File: src/rtl/fp_cmp_pkg.sv
// Shared single-precision field layout, flag encodings and the argmax sequencer states.
package fp_cmp_pkg;

   localparam int unsigned FP_W     = 32;
   localparam int unsigned SIGN_BIT = 31;
   localparam int unsigned EXP_MSB  = 30;
   localparam int unsigned EXP_LSB  = 23;
   localparam int unsigned MAN_MSB  = 22;

   localparam logic [FP_W-1:0] FP_TRUE  = 32'h3f80_0000;
   localparam logic [FP_W-1:0] FP_FALSE = 32'h33d6_bf95;

   typedef enum logic [1:0] {
      IDLE,
      FIRST,
      SCAN,
      DONE
   } state_t;

endpackage

File: src/rtl/fp_gt.sv
// Combinational single-precision a > b by raw bit pattern (sign-magnitude order, no NaN/Inf cases).
module fp_gt
   import fp_cmp_pkg::*;
(
   input  logic [FP_W-1:0] a,
   input  logic [FP_W-1:0] b,
   output logic            gt
);

   logic [EXP_MSB:0] mag_a;
   logic [EXP_MSB:0] mag_b;

   always_comb begin
      mag_a = {a[EXP_MSB:EXP_LSB], a[MAN_MSB:0]};
      mag_b = {b[EXP_MSB:EXP_LSB], b[MAN_MSB:0]};
      gt    = 1'b0;
      if (a == b) begin
         gt = 1'b0;
      end else if (a[SIGN_BIT] != b[SIGN_BIT]) begin
         gt = ~a[SIGN_BIT];
      end else if (!a[SIGN_BIT]) begin
         gt = (mag_a > mag_b);
      end else begin
         gt = (mag_a < mag_b);
      end
   end

endmodule

File: src/rtl/fp_argmax_seq.sv
// Streaming argmax over a programmed-length run of single-precision words.
// One shared fp_gt compares each accepted word against the registered running max.
module fp_argmax_seq
   import fp_cmp_pkg::*;
#(
   parameter int unsigned MAX_LEN = 16,
   parameter int unsigned IDX_W   = $clog2(MAX_LEN)
) (
   input  logic             clk,
   input  logic             rst,
   input  logic             start,
   input  logic [IDX_W:0]   len,
   input  logic             s_valid,
   output logic             s_ready,
   input  logic [FP_W-1:0]  s_data,
   output logic             m_valid,
   input  logic             m_ready,
   output logic [FP_W-1:0]  m_max,
   output logic [IDX_W-1:0] m_idx,
   output logic             m_empty,
   output logic             busy
);

   localparam int unsigned         LEN_W     = IDX_W + 1;
   localparam logic [LEN_W-1:0]    MAX_LEN_L = LEN_W'(MAX_LEN);

   state_t           state;
   state_t           state_nxt;
   logic [LEN_W-1:0] len_q;
   logic [LEN_W-1:0] cnt;
   logic [LEN_W-1:0] len_clamp_c;
   logic             accept_c;
   logic             last_c;
   logic             gt_c;

   // m_max doubles as the running max, so the comparator sees the registered value.
   fp_gt u_gt (
      .a  (s_data),
      .b  (m_max),
      .gt (gt_c)
   );

   assign len_clamp_c = (len > MAX_LEN_L) ? MAX_LEN_L : len;
   assign accept_c    = s_valid & s_ready;
   assign last_c      = (cnt == len_q - LEN_W'(1));

   always_comb begin
      state_nxt = state;
      case (state)
         IDLE:  if (start) state_nxt = (len_clamp_c == '0) ? DONE : FIRST;
         FIRST: if (accept_c) state_nxt = last_c ? DONE : SCAN;
         SCAN:  if (accept_c && last_c) state_nxt = DONE;
         DONE:  if (m_ready) state_nxt = IDLE;
         default: state_nxt = IDLE;
      endcase
   end

   // Handshake flags are registered decodes of the next state.
   always_ff @(posedge clk) begin
      if (rst) begin
         state   <= IDLE;
         s_ready <= 1'b0;
         m_valid <= 1'b0;
         busy    <= 1'b0;
      end else begin
         state   <= state_nxt;
         s_ready <= (state_nxt == FIRST) || (state_nxt == SCAN);
         m_valid <= (state_nxt == DONE);
         busy    <= (state_nxt != IDLE);
      end
   end

   // Running max/index and element counter; ties keep the earlier index.
   always_ff @(posedge clk) begin
      if (rst) begin
         len_q   <= '0;
         cnt     <= '0;
         m_max   <= '0;
         m_idx   <= '0;
         m_empty <= 1'b0;
      end else begin
         if (state == IDLE && start) begin
            len_q   <= len_clamp_c;
            cnt     <= '0;
            m_empty <= (len_clamp_c == '0);
            if (len_clamp_c == '0) begin
               m_max <= '0;
               m_idx <= '0;
            end
         end
         if (accept_c) begin
            cnt <= cnt + LEN_W'(1);
            if (state == FIRST) begin
               m_max <= s_data;
               m_idx <= '0;
            end else if (gt_c) begin
               m_max <= s_data;
               m_idx <= IDX_W'(cnt);
            end
         end
      end
   end

endmodule

File: config.mk
export PLATFORM = sky130hd
export DESIGN_NAME = fp_argmax_seq
export DESIGN_NICKNAME = d
export VERILOG_FILES = /design/src/rtl/fp_cmp_pkg.sv /design/src/rtl/fp_gt.sv /design/src/rtl/fp_argmax_seq.sv
export SDC_FILE = /design/constraint.sdc
export NUM_CORES = 1
export LEC_CHECK = 0
export CORE_MARGIN = 8
export CORE_UTILIZATION = 50
export CTS_BUF_LIST = sky130_fd_sc_hd__clkbuf_16
export CTS_CLUSTER_DIAMETER = 30
export CTS_CLUSTER_SIZE = 14
export DETAILED_ROUTE_END_ITERATION = 8
export GPL_ROUTABILITY_DRIVEN = 0
export HOLD_SLACK_MARGIN = 0.08
export PLACE_DENSITY = 0.81
export SYNTH_ARGS = -nofsm -noshare
export SYNTH_HDL_FRONTEND = slang
export SYNTH_SLANG_ARGS = --single-unit
File: constraint.sdc
create_clock -name clk -period 4 [get_ports clk]
set_clock_uncertainty 0.05 [all_clocks]
set_input_delay 0.8 -clock clk [delete_from_list [all_inputs] [get_ports clk]]
set_output_delay 0.8 -clock clk [all_outputs]
set_load 0.02 [all_outputs]
Word level (Yosys, flattened, before mapping)
Cells that the tools add are included.
{"block": "totals", "out_inout_bits": 40, "input_bits": 42, "reg_bits": 52, "wordCells": 55}
{"block": "op_classes", "eq_ne": 9, "add_sub_neg": 2, "bitwise_logic": 2, "n_lt_le_gt_ge": 3, "n_reduce_logical": 7, "n_mux": 23}
{"op": "$mux W32", "count": 5}
{"op": "$eq A32 B32 Y1", "count": 1}
{"op": "$gt A31 B31 Y1", "count": 1}
{"op": "$lt A31 B31 Y1", "count": 1}
{"op": "$mux W4", "count": 5}
{"op": "$mux W5", "count": 3}
{"op": "$mux W2", "count": 5}
{"op": "$eq A2 B2 Y1 const B", "count": 4}
{"op": "$pmux W2 S4", "count": 1}
{"op": "$add A5 B1 Y5 const B", "count": 1}
{"op": "$eq A5 B5 Y1", "count": 1}
{"op": "$gt A5 B5 Y1 const B", "count": 1}
{"op": "$logic_not A5 Y1", "count": 1}
{"op": "$sub A5 B1 Y5 const B", "count": 1}
{"op": "$eq A2 B1 Y1 const B", "count": 2}
{"op": "$mux W1", "count": 4}
{"op": "$reduce_bool A2 Y1", "count": 2}
{"op": "$logic_and A1 B1 Y1", "count": 2}
{"op": "$logic_not A2 Y1", "count": 1}
{"op": "$and A1 B1 Y1", "count": 1}
{"op": "$logic_or A1 B1 Y1", "count": 1}
{"op": "$ne A1 B1 Y1", "count": 1}
{"op": "$not A1 Y1", "count": 1}

Logic depth before layout (Yosys ltp)
Gate-level depths: netlist of run 1.
{"block": "logic_depth", "word_depth": 8, "mapped_depth": 12, "depth_no_buf": 11}

By module
A second synthesis of run 1 with hierarchy kept.
{"block": "unflattened", "cells_unflattened": 382, "hier_area_um2": 3109.2}
{"module": "fp_argmax_seq", "cells_each": 270, "instances": 1, "area_each_um2": 2287.2, "seq_area_each_um2": 1041.0}
{"module": "fp_gt", "cells_each": 112, "instances": 1, "area_each_um2": 822.0, "seq_area_each_um2": 0.0}

Least setup slack after synthesis of run 1
Ideal clock, no wire load.
{"block": "synth_path", "kind": "input to register", "from": "input port s_data[16]", "to": "register m_max[8]", "required_time_ns": 3.828, "t_arrival_ns": 3.058, "setup_ns": 0.122, "n_path_buf": 3, "setup_slack_ns": 0.770, "path_stages": 11, "path_cell_list": "ha_1 a21o_1 a221o_1 a211oi_2 o21ai_1 a221o_1 buf_6 or2_1 buf_6 buf_6 a311o_1"}
{"block": "synth_via", "elab_chain_cells": 7, "word_cells_on_any_way": 9, "classes_between": "order compare: 2; eq/ne: 1; mux: 6"}
{"element": "start: declaration", "line_no": "fp_argmax_seq.sv:15", "source": "input logic [FP_W-1:0] s_data,"}
{"element": "$gt A31 B31 Y1 / $lt A31 B31 Y1 (equally long branches)", "line_no": "fp_gt.sv:22, fp_gt.sv:24"}
{"element": "$mux W1", "line_no": "fp_gt.sv:21", "source": "end else if (!a[SIGN_BIT]) begin"}
{"element": "$mux W1", "line_no": "fp_gt.sv:19", "source": "end else if (a[SIGN_BIT] != b[SIGN_BIT]) begin"}
{"element": "$mux W1 (*)", "line_no": "fp_gt.sv:17", "source": "if (a == b) begin"}
{"element": "$mux W32 (*)", "line_no": "fp_argmax_seq.sv:96", "source": "end else if (gt_c) begin"}
{"element": "$mux W32 (*)", "line_no": "fp_argmax_seq.sv:93", "source": "if (state == FIRST) begin"}
{"element": "$mux W32 (*)", "line_no": "fp_argmax_seq.sv:91", "source": "if (accept_c) begin"}
{"element": "end signal: assignment", "line_no": "fp_argmax_seq.sv:94", "source": "m_max <= s_data;"}
{"element": "end signal: assignment", "line_no": "fp_argmax_seq.sv:97", "source": "m_max <= s_data;"}
{"element": "end: declaration", "line_no": "fp_argmax_seq.sv:18", "source": "output logic [FP_W-1:0] m_max,"}
Mark *: on every way between the ends. The rest lies on a longest branch, timed or not.
A chain may end at the register's enable or synchronous reset.

Worst setup path in the final report of run 1
{"block": "layout_path", "from": "input port s_data[30]", "to": "register m_max[8]"}
Same word-level chain as after synthesis.

==> impl_metrics.ini, run 1 <==
[cells_and_area]
diodes = 0
nNetsFinal = 530
finalNonFillerCells = 534
fill_cells = 548
layout-drive-gt1-share_pct = 5.73
area_growth_pct = 30.6

[place]
dpl.cell_count = 526
pre_cts_ws_ns = 0.167
hpwl_mm = 6.48
port_buffers = 81

[run]
maxCapViolCount = 0

[pwr]
power.density_nw_per_um2 = 311
peakVddDrop_uv = 246
total_power_mw = 1.36
p_leak_nw = 1.53

[timing]
relSlewSlack_pct = 43.7
final.period_utilization_pct = 89.0
setup_tns_ns = 0
hold_slack_ns = 0.425
hold_violations = 0
timing.final.ws_setup_ns = 0.442
tightest_slew_ns = 0.844
slew_violations = 0
fin_crit_ns = 3.56
finalSetupViolCount = 0
max_freq_mhz = 281
grt_setup_unrepaired = no

[die]
die_w_um = 97.8
rows = 30
io_pins = 82
dieArea_um2 = 9560
die_h_um = 97.8
start_util_pct = 50.4
coreArea_um2 = 6640

[cts]
clk_pin_slew_ns = 0.07
cts.sink_count = 52
cts_tree = done
htreeDepth = 2
postCtsSetupBuffers = 0
cts_resized = 0
hold_buffers = 0
clkLatencyLatePin_ns = 0.29
cts_buffers = 5
clock_path_buffers = 2
cts_root_buffer = clkbuf_16

[grt]
grt_max_degree = 49
first_global_vias = 3067
grt_overflow = 0
grt_pass1_wl_mm = 15.0
grt_usage_pct = 18.5
antenna_found_initial = 0

[synthesis]
postSynthAreaPerCell_um2 = 8.83
syn_inst = 379
yosys_most_used_dff = dfxtp_1
synth_edf_count = 0
synth.top_cell.area_share_pct = 31.1
netlist_area_um2 = 3350
async_reset_ff_share_pct = 0
syn_nets = 456
ys_seq_area_share_pct = 31.1
yosys-top-cells-area = dfxtp_1, ha_1, a311o_1
yosysMostFrequentCell = dfxtp_1
synthTopCellsByCount = dfxtp_1, inv_1, ha_1
yosys_warnings = 0
yosys.cell_types.count = 37
yosys.area.top_type = dfxtp_1
synth_seq_cells = 52

[hold_path]
hp-class = reg -> reg

[critical_path]
cp_num_buf_inv = 3
critPathArrivalTime_ns = 3.68
crit_fanout = 24
crit_path_frequent_cell = buf_4
crit_path_end_kind = flip-flop
slowest_stage = nor4_1
critical-path-max-stage-delay_ns = 0.50
worst_ep_required_time_ns = 4.12
cp-start-kind = input port
crit_type = in -> reg
path_cells = clkdlybuf4s50_1 > ha_1 > nand4_1 > nor4_1 > and4_1 > a211oi_4 > buf_4 > or2_1 > buf_4 > a311o_1
cpLargestDelayFamily = simple AND/OR/NAND/NOR gates

[run_status]
status = finished, final reports clean

[routing]
wl_per_cell_um = 16.9
drt_iter0_markers = 163
avgViaCountPerCell = 5.91
wirelength_mm = 9.00
drcViolationCount = 0
vias = 3158
ant_nets = 0
firstDrtPassIters = 5
==> registers in the layout, summed over array words and instances (netlist names) <==
signal,count
m_max,32
s_ready,1
m_valid,1
busy,1
cnt,5
m_idx,4
len_q,5
state,2
m_empty,1
==> routing by layer <==
layer / track usage, % / routed length, um
met2: 30.7 / 4270
met1: 23.0 / 4110
met5: 0 / 0
met4: 6.00 / 120
met3: 4.20 / 499
==> path summary, 6_finish.rpt <==
check	startpoint	to	slack, ns	cells past startpoint
worst max-delay path	s_data[30]	m_max[8]	0.44	10
worst min-delay path	len_q[4]	len_q[4]	0.42	2
worst max register to register	m_max[30]	m_max[8]	0.99	10
worst min register to register	len_q[4]	len_q[4]	0.42	2
==> cells in the final DEF, fill, tap and decap left out, drive strengths merged, types with 6 or more instances in the layout <==
| cell | n |
|---|---|
| a211oi | 7 |
| dfxtp | 52 |
| buf | 15 |
| nor4b | 30 |
| nand2 | 23 |
| ha | 35 |
| a311o | 31 |
| o21ai | 9 |
| clkdlybuf4s50 | 80 |
| nor2 | 18 |
| nand3b | 6 |
| nor3b | 31 |
| a21oi | 22 |
| nand3 | 8 |
| inv | 36 |
==> where the power goes <==
part / internal [mW] / switching (mW) / total, mW
combinational: 0.172 / 0.194 / 0.367
sequential: 0.546 / 0.0249 / 0.571
clock: 0.230 / 0.192 / 0.422
==> through the flow <==
step                      instance area, um2  utilization, %
after floorplan                         3350               -
after global placement                  4220            63.6
after detailed placement                4220            63.6
after CTS                               4370            65.7
after global routing                    4370            65.7
final                                   4370            65.7
==> worst min-delay path: stages, from the launching register on <==
cell and delay, ns:
dfxtp_1 0.32, nand2_1 0.06, a21oi_1 0.05
==> cell families (layout without fill, tap and decap cells) <==
logic type | count (synthesis) | after routing | synth area share [%]
buf+inv | 64 | 139 | 8.30
xor+xnor | 8 | 8 | 2.09
fa+ha+maj | 35 | 35 | 13.1
flops | 52 | 52 | 31.1
simple gates | 139 | 139 | 26.4
compound gates | 81 | 81 | 19.0
==> area by class of cell <==
class | count | area (um2) | area share [%]
clock buffer | 5 | 125 | 2.86
sequential | 52 | 1040 | 23.8
clock inverter | 3 | 18.8 | 0.430
inverter | 36 | 135 | 3.09
multi-input combinational | 263 | 2040 | 46.6
tap | 80 | 100 | 2.29
timing repair buffer | 95 | 911 | 20.9
Note: power is estimated with default switching activity, not from simulation.
==> run 2, diff against run 1 <==
Settings changed: CORE_ASPECT_RATIO from default to 1.75, CORE_MARGIN 8 to 2.
==> run 2 against run 1 <==
Compared with the run above:
- die area down 23%
- total power up 4.4%
- global-route usage rose by 4.8 points
- clock power grew 14%
- utilization grew 2.0 points
- maximum frequency shrank 0.63%
- hold slack got worse by 0.011 ns
- cell count rose by 0.37%
- combinational power about the same
- critical path type unchanged
- critical endpoint is now m_max[15]
- largest power group unchanged
==> impl_metrics.ini, run 2 (synthesis results as in run 1) <==
[cells_and_area]
post-route-util_pct = 67.7
nNetsFinal = 530
finalNonFillerCells = 536
layout-drive-gt1-share_pct = 5.95
largest_reg_flops = 32
final_common_cell = clkdlybuf4s50_1
seq_area_um2 = 1040
final_cell_mix = clkdlybuf4s50_1, dfxtp_1, inv_1
area_growth_pct = 31.3
reg_top3 = m_max (32), cnt (5), len_q (5)
design_area_um2 = 4390
fill_cells = 550
multi_input_area_um2 = 2040
top_register = m_max
diodes = 0

[routing]
wirelength_mm = 8.64
drcViolationCount = 0
firstDrtPassIters = 4
avgViaCountPerCell = 5.95
drt_iter0_markers = 230
vias = 3189
wl_per_cell_um = 16.1
ant_nets = 0

[place]
hpwl_mm = 6.34
place_area_um2 = 4230
dpl.cell_count = 528
port_buffers = 81

[die]
die_w_um = 65.8
die_h_um = 112
start_util_pct = 51.6
dieArea_um2 = 7390
io_pins = 82
coreArea_um2 = 6490
rows = 39

[cts]
cts_root_buffer = clkbuf_16
hold_buffers = 0
cts_buffers = 5
cts_resized = 0
htreeDepth = 2
clkLatencyLatePin_ns = 0.29
postCtsSetupBuffers = 0
clock_path_buffers = 2
cts_tree = done
clk_pin_slew_ns = 0.07
cts.sink_count = 52

[critical_path]
critPathArrivalTime_ns = 3.70
crit_path_end_kind = flip-flop
r2r_slack_ns = 1.01
crit_type = in -> reg
cp-start-kind = input port
worst_ep_required_time_ns = 4.12
crit_fanout = 21

[pwr]
peakVddDrop_uv = 310
switching_power_mw = 0.408
p_seq_share_pct = 40.2
pwr-share-clk_pct = 34.0
power.density_nw_per_um2 = 323
swShare_pct = 28.7
comb_power_share_pct = 25.8
p_leak_nw = 1.54
internal_power_mw = 1.01

[grt]
grt_overflow = 0
first_global_vias = 3012
grt_usage_pct = 23.3
antenna_found_initial = 0
grt_max_degree = 37
grt_pass1_wl_mm = 13.6

[run_status]
status = finished, final reports clean

[timing]
final.period_utilization_pct = 89.5
hold_slack_ns = 0.413
slew_violations = 0
fin_crit_ns = 3.58
setup_tns_ns = 0
tightest_slew_ns = 0.612
hold_violations = 0
grt_setup_unrepaired = no
max_freq_mhz = 279
finalSetupViolCount = 0
relSlewSlack_pct = 59.2

[run]
maxCapViolCount = 0

[hold_path]
hp-class = reg -> reg
run 2: cell count changes in the layout (fill, tap and decap cells not counted), sizes merged:
| cell | delta |
|---|---|
| bufinv | +1 |
| clkinvlp | -1 |
run 2: final timing paths:
check,to,from,cells after the start
worst max-delay path,m_max[15],s_data[18],10
worst min-delay path,m_empty,m_empty,2
worst max register to register,m_max[15],m_max[18],10
worst min register to register,m_empty,m_empty,2
run 2: stage by stage:
step | setup WS, ns | power [mW]
after floorplan | 0.770 | 0.792
after global placement | 0.234 | 0.938
after detailed placement | 0.150 | 0.946
after CTS | 0.426 | 1.43
after global routing | 0.299 | 1.49
final | 0.419 | 1.42
run 2: cell type report:
class	count	area share (%)
clock buffers	5	2.85
clock inverters	3	0.968
inverters	36	3.08
multi-input cells	263	46.4
flip-flops and latches	52	23.7
well taps	82	2.33
repair buffers	95	20.7
run 2: worst max-delay path, stage by stage:
cell and delay (ns):
clkdlybuf4s50_1 0.45, ha_1 0.34, and2_1 0.18, a221o_1 0.31
a211oi_2 0.22, o21ai_1 0.15, a221o_1 0.42, or2_1 0.28
buf_4 0.22, a311o_1 0.34
run 2: power by group through the flow:
stage / Combinational [mW] / Sequential [mW] / Clock [mW]
3_5_place_dp: 0.363 / 0.583 / 0
5_1_grt: 0.399 / 0.574 / 0.512
2_1_floorplan: 0.186 / 0.606 / 0
3_3_place_gp: 0.356 / 0.582 / 0
4_1_cts: 0.366 / 0.571 / 0.490
6_report: 0.366 / 0.571 / 0.482
run 2: per-layer routing:
layer	wire length [um]	GRT usage, %	share of wire, %
met1	3360	24.3	39
met2	4730	44.6	55
met3	296	3.01	3.4
met4	259	9.72	3.0
met5	0	0	0
==> run 3, diff against run 2 <==
Settings changed: REMOVE_ABC_BUFFERS from default to 1.
==> run 3 against run 2 <==
Compared with the run above:
- non-clock buffer count down 2
- sequential power hardly changed
- cell area fell by 0.17%
- highest routed layer unchanged
- clock-buffer cell count stayed put
- global-route usage barely moved
- hold slack improved by 0.0032 ns
- critical path depth did not move
- cell count is 0.37% lower
==> impl_metrics.ini, run 3 (synthesis results as in run 1) <==
[cts]
clock_path_buffers = 2
hold_buffers = 0
cts_root_buffer = clkbuf_16
clkLatencyLatePin_ns = 0.29
clk_pin_slew_ns = 0.07
cts.sink_count = 52
cts_tree = done
htreeDepth = 2
cts_buffers = 5
postCtsSetupBuffers = 0
cts_resized = 0

[pwr]
power.density_nw_per_um2 = 314
p_leak_nw = 1.53
peakVddDrop_uv = 256

[cells_and_area]
largest_reg_flops = 32
layout-drive-gt1-share_pct = 5.53
final_cell_mix = clkdlybuf4s50_1, dfxtp_1, inv_1
final_common_cell = clkdlybuf4s50_1
top_register = m_max
reg_top3 = m_max (32), cnt (5), len_q (5)
multi_input_area_um2 = 2040
diodes = 0
area_growth_pct = 31.1
fill_cells = 527
seq_area_um2 = 1040
nNetsFinal = 528

[critical_path]
cp-start-kind = input port
r2r_cells = 10
endpoint = m_max[5]
critPathArrivalTime_ns = 3.57
worst_ep_required_time_ns = 4.13
r2r_slack_ns = 1.13
rr_startpoint = m_max[18]
crit_path_end_kind = flip-flop
crit_fanout = 18
critPathLaunch = s_data[18]
r2r-end = m_max[5]
crit_type = in -> reg

[timing]
fin_crit_ns = 3.44
max_freq_mhz = 290
tightest_slew_ns = 0.411
hold_slack_ns = 0.417
relSlewSlack_pct = 72.4
finalSetupViolCount = 0
hold_violations = 0
grt_setup_unrepaired = no
slew_violations = 0
setup_tns_ns = 0
final.period_utilization_pct = 86.1

[die]
start_util_pct = 51.6
dieArea_um2 = 7390
coreArea_um2 = 6490
rows = 39
die_w_um = 65.8
io_pins = 82
die_h_um = 112

[routing]
drt_iter0_markers = 165
drcViolationCount = 0
wirelength_mm = 8.55
vias = 3195
wl_per_cell_um = 16.0
ant_nets = 0
firstDrtPassIters = 4
avgViaCountPerCell = 5.98

[grt]
grt_max_degree = 39
grt_overflow = 0
first_global_vias = 3063
grt_usage_pct = 23.3
grt_pass1_wl_mm = 13.8
antenna_found_initial = 0

[run]
maxCapViolCount = 0

[hold_path]
hp-class = reg -> reg

[place]
port_buffers = 81
hpwl_mm = 6.47

[run_status]
status = finished, final reports clean
-- run 3: worst min path at each step --
stage	start	end	slack, ns	cells after the start
floorplan	len_q[1]	len_q[1]	0.39	2
global placement	m_empty	m_empty	0.40	2
detailed placement	m_empty	m_empty	0.40	2
CTS	m_empty	m_empty	0.41	2
global route	m_empty	m_empty	0.45	2
finish	m_empty	m_empty	0.42	2
-- run 3: where the power goes --
group	leakage [nW]	internal, mW	switching, mW
clock network	0.0708	0.237	0.198
registers	0.422	0.546	0.0263
logic	1.04	0.177	0.192
-- run 3: layer usage --
layer	global-route usage (%)	vias up	share of wire (%)
met5	0	-	0
met4	5.69	0	2.1
met3	3.21	17	3.8
met2	46.7	81	57
met1	23.9	1533	38
li1	-	1564	-
-- run 3: stage by stage --
step                total power, mW  util [%]  instances  cell area, um2  worst slack, ns
global placement              0.943      65.3        526            4240            0.257
CTS                            1.39      67.6        534            4390            0.542
global route                   1.44      67.6        534            4390            0.409
floorplan                     0.768         -        351            3200          -0.0739
detailed placement            0.953      65.3        526            4240            0.250
finish                         1.38      67.6        534            4390            0.555
-- run 3: cell type report --
class	count	area share, %
multi-input combinational	263	46.4
sequential	52	23.7
timing repair buffer	93	21.0
inverter	36	3.08
clock buffer	5	2.85
tap	82	2.34
clock inverter	3	0.570
-- run 3: worst max-delay path, stage by stage --
cell             delay [ns]
clkdlybuf4s50_1        0.45
ha_1                   0.32
and2_1                 0.18
a221o_1                0.31
a211oi_2               0.22
o21ai_1                0.15
a221o_1                0.35
or2_1                  0.25
buf_4                  0.21
a311o_1                0.33
